<file path="config.mk">
export PLATFORM = sky130hd
export DESIGN_NAME = wb_stage
export DESIGN_NICKNAME = d
export VERILOG_FILES = /design/src/rtl/wb_stage.sv
export SDC_FILE = /design/constraint.sdc
export NUM_CORES = 1
export LEC_CHECK = 0
export BUFFER_PORTS_ARGS = -buffer_cell sky130_fd_sc_hd__buf_4
export CAP_MARGIN = 20
export CORE_MARGIN = 5
export CORE_UTILIZATION = 54
export DETAILED_ROUTE_END_ITERATION = 6
export GPL_ROUTABILITY_DRIVEN = 0
export PLACE_DENSITY = 0.88
export SLEW_MARGIN = 5
export SYNTH_ARGS = -nofsm -noshare
export SYNTH_HDL_FRONTEND = slang
export SYNTH_SLANG_ARGS = --single-unit
</file>
<file path="constraint.sdc">
create_clock -name clk -period 3.45 [get_ports clk]
set_input_delay 0.345 -clock clk [delete_from_list [all_inputs] [get_ports clk]]
set_output_delay 0.345 -clock clk [all_outputs]
set_load 0.03 [all_outputs]
</file>
<file path="src/rtl/wb_stage.sv">
// Writeback stage: one stage register, GRF write port, decode bypass, retire count.
// Optional WB_LOADEXT_EN builds byte/half load extraction and extension.
module wb_stage (
    input  logic        clk,
    input  logic        reset,
    input  logic        m_valid,
    input  logic [31:0] m_pc,
    input  logic [4:0]  m_rd,
    input  logic        m_regwrite,
    input  logic [1:0]  m_wbsel,
    input  logic [31:0] m_alu,
    input  logic [31:0] m_memdata,
    input  logic [2:0]  m_ldtype,
    input  logic [1:0]  m_addrlo,
    input  logic        stall,
    input  logic        flush,
    output logic [31:0] pc,
    output logic [4:0]  A3,
    output logic [31:0] writedata,
    output logic        regwrite,
    input  logic [4:0]  q_a1,
    input  logic [4:0]  q_a2,
    output logic        fwd1_hit,
    output logic        fwd2_hit,
    output logic [31:0] fwd_data,
    output logic [31:0] retired
);

    logic        valid_r;
    logic        done_r;
    logic [31:0] pc_r;
    logic [4:0]  rd_r;
    logic        regwrite_r;
    logic [1:0]  wbsel_r;
    logic [31:0] alu_r;
    logic [31:0] memdata_r;
    logic [2:0]  ldtype_r;
    logic [1:0]  addrlo_r;
    logic [31:0] retired_r;
    logic [31:0] load_data;
    logic        writes_reg;

    // Stage register: reset > flush > stall > capture
    always_ff @(posedge clk) begin
        if (reset) begin
            valid_r    <= 1'b0;
            done_r     <= 1'b0;
            pc_r       <= 32'h0;
            rd_r       <= 5'h0;
            regwrite_r <= 1'b0;
            wbsel_r    <= 2'b00;
            alu_r      <= 32'h0;
            memdata_r  <= 32'h0;
            ldtype_r   <= 3'b000;
            addrlo_r   <= 2'b00;
        end else if (flush) begin
            valid_r <= 1'b0;
            done_r  <= 1'b0;
        end else if (stall) begin
            if (valid_r) begin
                done_r <= 1'b1;
            end
        end else begin
            valid_r    <= m_valid;
            done_r     <= 1'b0;
            pc_r       <= m_pc;
            rd_r       <= m_rd;
            regwrite_r <= m_regwrite;
            wbsel_r    <= m_wbsel;
            alu_r      <= m_alu;
            memdata_r  <= m_memdata;
            ldtype_r   <= m_ldtype;
            addrlo_r   <= m_addrlo;
        end
    end

    // Retire counter: one count per instruction, the cycle before it is marked done
    always_ff @(posedge clk) begin
        if (reset) begin
            retired_r <= 32'h0;
        end else if (valid_r && !done_r) begin
            retired_r <= retired_r + 32'd1;
        end
    end

`ifdef WB_LOADEXT_EN
    logic [7:0]  ld_byte;
    logic [15:0] ld_half;

    // Little-endian lane select followed by sign/zero extension
    always_comb begin
        ld_byte   = memdata_r[{addrlo_r, 3'b000} +: 8];
        ld_half   = addrlo_r[1] ? memdata_r[31:16] : memdata_r[15:0];
        load_data = memdata_r;
        case (ldtype_r)
            3'b001:  load_data = {{24{ld_byte[7]}}, ld_byte};
            3'b010:  load_data = {24'h0, ld_byte};
            3'b011:  load_data = {{16{ld_half[15]}}, ld_half};
            3'b100:  load_data = {16'h0, ld_half};
            default: load_data = memdata_r;
        endcase
    end
`else
    logic unused_ldext;

    assign load_data    = memdata_r;
    assign unused_ldext = ^{ldtype_r, addrlo_r};
`endif

    // Writeback source mux
    always_comb begin
        writedata = 32'h0;
        case (wbsel_r)
            2'b00:   writedata = alu_r;
            2'b01:   writedata = load_data;
            2'b10:   writedata = pc_r + 32'd8;
            default: writedata = 32'h0;
        endcase
    end

    assign writes_reg = valid_r & regwrite_r & (rd_r != 5'd0);

    // A held instruction writes once; the bypass keeps serving it while held
    assign regwrite = writes_reg & ~done_r;
    assign fwd1_hit = writes_reg & (q_a1 == rd_r);
    assign fwd2_hit = writes_reg & (q_a2 == rd_r);
    assign fwd_data = writedata;
    assign A3       = rd_r;
    assign pc       = pc_r;
    assign retired  = retired_r;

endmodule

</file>
==> run metrics, run 1 <==
status=complete, no violations; FF-to-FF End=retired[22]$_SDFFE_PP0P_; total track usage=0.275; Post-Synthesis Mean Instance Area=7.68 µm²; Clock transition at path regs=60 ps; fin crit period=2950 ps; # IOs=260; asr flop ratio synth=0; WL per Instance=16.9 µm; hold path start=flush; area of the multi-input gates=3620 µm²; DP Area=8610 µm²; CTS H-tree depth=4; Post-Synthesis Cells=899; worst reg2reg path depth=4; flops & latches, synth=138; cell taking the most area after synthesis=dfxtp_1; largest family of logic cells by synthesized area=simple AND/OR/NAND/NOR gates; row count=41; Clock Skew=5.78 ps; post-layout util=0.735; Post-Synth Simple-Gate Area=0.274; DP Wirelength=14900 µm; final wirelength=21500 µm; met3 usage=0.0686; number of cells in the design after placement=1236; r2r setup slk=1160 ps; pin count of the biggest net entering global routing=105; Yosys cell types=47; GRT busiest layer=met2; Startpoint Class=flop; global-route wire length before repair=33000 µm; max-cap violations=0; Synth Area in XOR/XNOR=0.0381; IO Port Bufs=254; sw frac=0.269; kind of critical path=reg -> out; met2 Usage GRT=0.470; crit path launch=pc[10]$_SDFFE_PP0P_; Hold Path Class=in -> reg; die span in x=123 µm; Final Cell Area=9240 µm²; post-synthesis mux area share=0.0509; sequential-to-total area share from yosys stat=0.400; Final Hold Fails=0; internal power=3.04 mW; area of the mapped netlist=6900 µm²; prevailing post-synth register cell=dfxtp_1; sequential share of power=0.412; DRT Pass-1 Iters=5; Syn Nets=1025; Clk pwr share=0.445; CP Capture Type=output pin; Sw Pwr=1.12 mW; final std cells w/o fill=1269; Filler Cell Count=1001; PnR Total Power=4.15 mW; area of the core=12600 µm²; combinational fraction of design power=0.143; Peak VDD IR=0.326 mV; vias per cell=5.69; Vias=7226; Die Span Y=123 µm; number of slew-limit violations in the final report=0; Initial Util=0.549; drt drc=0; clock insertion delay at the later pin of the skew report=420 ps; Synth Area in Compound Gates=0.155; Final Cycle Share=0.855; top-area cell type share of the netlist area=0.400; Hold Path Stages=2; vias in the first global route=6685; post-route ant nets=0; Lkg Pwr=3.75 nW; CP max FO=11; TNS Setup=0 ps; Adder-Cell Fraction of Synth Area=0.00362; DRT iter0 DRCs=696; Hold Buf Count CTS=0; crit path DAT=2610 ps; PwrDens=449 nW/µm²; Final #Nets=1210; Post-synth EDFFs=0; Layout area overhead=33.9%; ANT cells=0; Synth Warn #=0; CTS tree=built; count leader, synth=nand2_1; CTS buffer count=17; reg2reg start=valid_r$_SDFFE_PP0N_; met1 global-route usage=0.336; post-CTS sizing=0; Max-slew headroom=0.354; die area=15100 µm²; initial antenna violation count=0; clk root buf=clkbuf_16; Synth top cells by count=nand2_1 (245), dfxtp_1 (138), a21oi_1 (128); CTS max path bufs=2; Fmax achieved=339 MHz; register area=2760 µm²; share of cells above drive strength 1=0.285; Hold Path Sink=valid_r$_SDFFE_PP0N_; final setup fails=0; critical path data required time=3110 ps; clock sink total=138; Worst-Margin Slew=970 ps; total gr overflow=0; RSZ-0062 raised after global routing=no; Post CTS Setup Buffer Count=0; Area contributors post-synth=dfxtp_1 (40%), nand2_1 (13%), a21oi_1 (9.3%), mux2i_1 (4.9%), buf_4 (3.5%)
## layout make-up
type                            instances  share of cell area
Sequential cell                       138               0.299
Clock inverter                         14              0.0189
Multi-Input combinational cell        659               0.391
Inverter                                4             0.00162
Tap cell                              172              0.0233
Clock buffer                           18              0.0464
Timing Repair Buffer                  264               0.219
## layer usage
metal | up-vias | wire [µm]
met4 | 0 | 503
met1 | 3408 | 8340
li1 | 3475 | -
met2 | 303 | 10800
met5 | - | 0
met3 | 40 | 1820
## worst max-delay path by stage
| stage | to | slack, ps | cells past startpoint |
|---|---|---|---|
| floorplan | writedata[18] | 860 | 7 |
| global placement | writedata[23] | 1000 | 5 |
| detailed placement | fwd_data[23] | 960 | 5 |
| CTS | fwd_data[23] | 500 | 5 |
| global route | fwd_data[27] | 330 | 6 |
| finish | fwd_data[27] | 500 | 6 |
## cells in the final DEF, fill, tap and decap left out, types with 8 or more instances in the layout
master     Yosys  final
buf_4         32    261
nand2_1      245    245
dfxtp_1      138    137
a21oi_1      128    128
mux2i_1       34     34
nor2_1        33     32
nand3_1       23     23
nand4_1       21     21
xor2_1        19     19
or4_1         18     18
clkbuf_16      0     17
o31ai_1       13     13
o21ai_0       12     12
o22ai_1       12     12
xnor2_1       11     11
o211ai_1      10     10
or3_1          8      8
nor4_1         8      8
## through the flow
stage / hold WS (ps) / worst slack [ps]
2_1_floorplan: 422 / 858
3_3_place_gp: 441 / 1000
3_5_place_dp: 446 / 956
4_1_cts: 136 / 497
5_1_grt: 139 / 329
6_report: 149 / 499
## power by group through the flow
stage	combinational [mW]	clock, mW	sequential, mW
3_3_place_gp	0.578	0	1.74
2_1_floorplan	0.326	0	1.76
3_5_place_dp	0.586	0	1.74
6_report	0.592	1.85	1.71
4_1_cts	0.590	1.87	1.71
5_1_grt	0.633	1.95	1.72
## logic make-up after synthesis
family,Yosys count
xor gates and xnor gates,30
AOI/OAI and AO/OA,190
DFF,138
muxes,35
adders and majority gates,2
buffers and inverters,102
and+or+nand+nor,402
## flip-flops by register name, summed over array words and instances (netlist names)
register	flops
wbsel_r	2
alu_r	32
valid_r	1
load_data	32
pc	32
regwrite_r	1
retired	32
done_r	1
A3	5
## critical path: stages, from the launching register on
cell	delay (ps)
dfxtp_1	580
nand2_1	180
nor4_4	540
buf_4	260
a31oi_1	80
or3_1	380
buf_4	180
Power figures use the tool's default switching activity.
==> inputs of run 2 (changes only) <==
--- a/config.mk
+++ b/config.mk
@@ -8,10 +8,10 @@
 export BUFFER_PORTS_ARGS = -buffer_cell sky130_fd_sc_hd__buf_4
 export CAP_MARGIN = 20
 export CORE_MARGIN = 5
-export CORE_UTILIZATION = 54
+export CORE_UTILIZATION = 45
 export DETAILED_ROUTE_END_ITERATION = 6
 export GPL_ROUTABILITY_DRIVEN = 0
-export PLACE_DENSITY = 0.88
+export PLACE_DENSITY = 0.78
 export SLEW_MARGIN = 5
 export SYNTH_ARGS = -nofsm -noshare
 export SYNTH_HDL_FRONTEND = slang
==> constraint.sdc (replaced) <==
create_clock -name clk -period 2.35 [get_ports clk]
set_input_delay 0.235 -clock clk [delete_from_list [all_inputs] [get_ports clk]]
set_output_delay 0.235 -clock clk [all_outputs]
set_load 0.03 [all_outputs]
==> run metrics, run 2 (synthesis gave the netlist of run 1 again) <==
status=complete, no violations; Final Cycle Share=0.981; post-layout util=0.655; row count=45; # IOs=260; fin crit period=2310 ps; total gr overflow=0; Fmax achieved=434 MHz; Initial Util=0.456; Lkg Pwr=4.05 nW; CTS max path bufs=2; Filler Cell Count=1309; total track usage=0.239; CTS H-tree depth=4; vias per cell=5.44; CTS tree=built; post-route ant nets=0; Final #Nets=1254; global-route wire length before repair=34500 µm; clk root buf=clkbuf_16; Max-slew headroom=0.508; CP max FO=5; clock sink total=138; critical path data required time=2120 ps; clock insertion delay at the later pin of the skew report=420 ps; drt drc=0; Startpoint Class=flop; DRT Pass-1 Iters=5; Layout area overhead=43.8%; Die Span Y=134 µm; Clock transition at path regs=60 ps; RSZ-0062 raised after global routing=yes; CP Capture Type=output pin; worst hold margin=35.1 ps; Hold Path Class=in -> reg; commonest cells after routing, fill and taps aside=buf_4 (289), nand2_1 (245), a21oi_1 (127); DP Wirelength=15700 µm; DP Area=8880 µm²; final setup fails=0; ANT cells=0; CTS buffer count=17; area of the core=15100 µm²; Vias=7226; share of cells above drive strength 1=0.351; most common cell after layout, fill and taps aside=buf_4; die span in x=134 µm; Final Cell Area=9930 µm²; Peak VDD IR=0.504 mV; PwrDens=621 nW/µm²; final std cells w/o fill=1329; TNS Setup=0 ps; Final Hold Fails=0; r2r setup slk=280 ps; pin count of the biggest net entering global routing=70; final wirelength=22500 µm; number of cells in the design after placement=1279; die area=17900 µm²; kind of critical path=reg -> out; max-cap violations=0; Clock Skew=7.56 ps; IO Port Bufs=254; number of slew-limit violations in the final report=0; vias in the first global route=6787; initial antenna violation count=0; crit path DAT=2070 ps; DRT iter0 DRCs=539; Worst-Margin Slew=737 ps; WL per Instance=16.9 µm
-- run 2: changes by cell type in the layout (fill, tap and decap cells not counted), moves of 3 or more --
cell / before / now
nand3_1: 23 / 20
o221ai_2: 0 / 3
clkinv_4: 4 / 0
dfxtp_4: 0 / 12
buf_6: 0 / 13
and3_4: 0 / 4
dfxtp_1: 137 / 121
and3_1: 7 / 4
and4_4: 0 / 3
o221ai_1: 4 / 0
buf_4: 261 / 289
dfxtp_2: 1 / 5
clkbuf_8: 0 / 5
-- run 2: area by class of cell --
class | instances | area, µm² | share of cell area
Sequential cell | 138 | 2810 | 0.283
Multi-Input combinational cell | 659 | 3800 | 0.383
Tap cell | 188 | 235 | 0.0237
Clock buffer | 22 | 494 | 0.0498
Clock inverter | 10 | 114 | 0.0115
Inverter | 4 | 15.0 | 0.00151
Timing Repair Buffer | 308 | 2450 | 0.247
-- run 2: timing repair --
item / CTS / global route
hold buffers: 0 / 0
buffers inserted: 11 / 6
gates cloned: 1 / 1
endpoints found under the setup margin: 30 / 38
resized for setup: 31 / 36
pin swaps: 10 / 8
-- run 2: per-layer routing --
metal	global-route usage	wire length, µm	vias to the layer above
met4	0.0857	484	0
met5	0	0	-
met2	0.403	10900	267
met1	0.294	9230	3361
li1	-	-	3562
met3	0.0645	1830	36
-- run 2: metrics by stage --
stage	worst slack, ps	total power, mW
after global placement	227	3.44
after CTS	-41.1	6.18
after global routing	-43.1	6.37
after detailed placement	178	3.45
after floorplan	0.734	3.07
final	44.7	6.16
-- run 2: critical path, stage by stage, from the launching register on --
cell,delay (ps)
dfxtp_4,380
nand3_4,90
nor4_4,280
buf_6,170
a21oi_2,60
or4_4,510
buf_6,160
-- run 2: final timing paths --
path	to	from	cells after the start
hold / removal	valid_r$_SDFFE_PP0N_	flush	2
setup reg to reg	retired[31]$_SDFFE_PP0P_	retired[11]$_SDFFE_PP0P_	4
hold reg to reg	alu_r[5]$_SDFFE_PP0P_	alu_r[5]$_SDFFE_PP0P_	2
setup / recovery	fwd_data[23]	pc[17]$_SDFFE_PP0P_	6
-- run 2: power breakdown --
part | internal, mW | total, mW | switching (mW)
clock | 1.70 | 2.72 | 1.02
combinational | 0.409 | 0.947 | 0.538
sequential | 2.42 | 2.49 | 0.0705
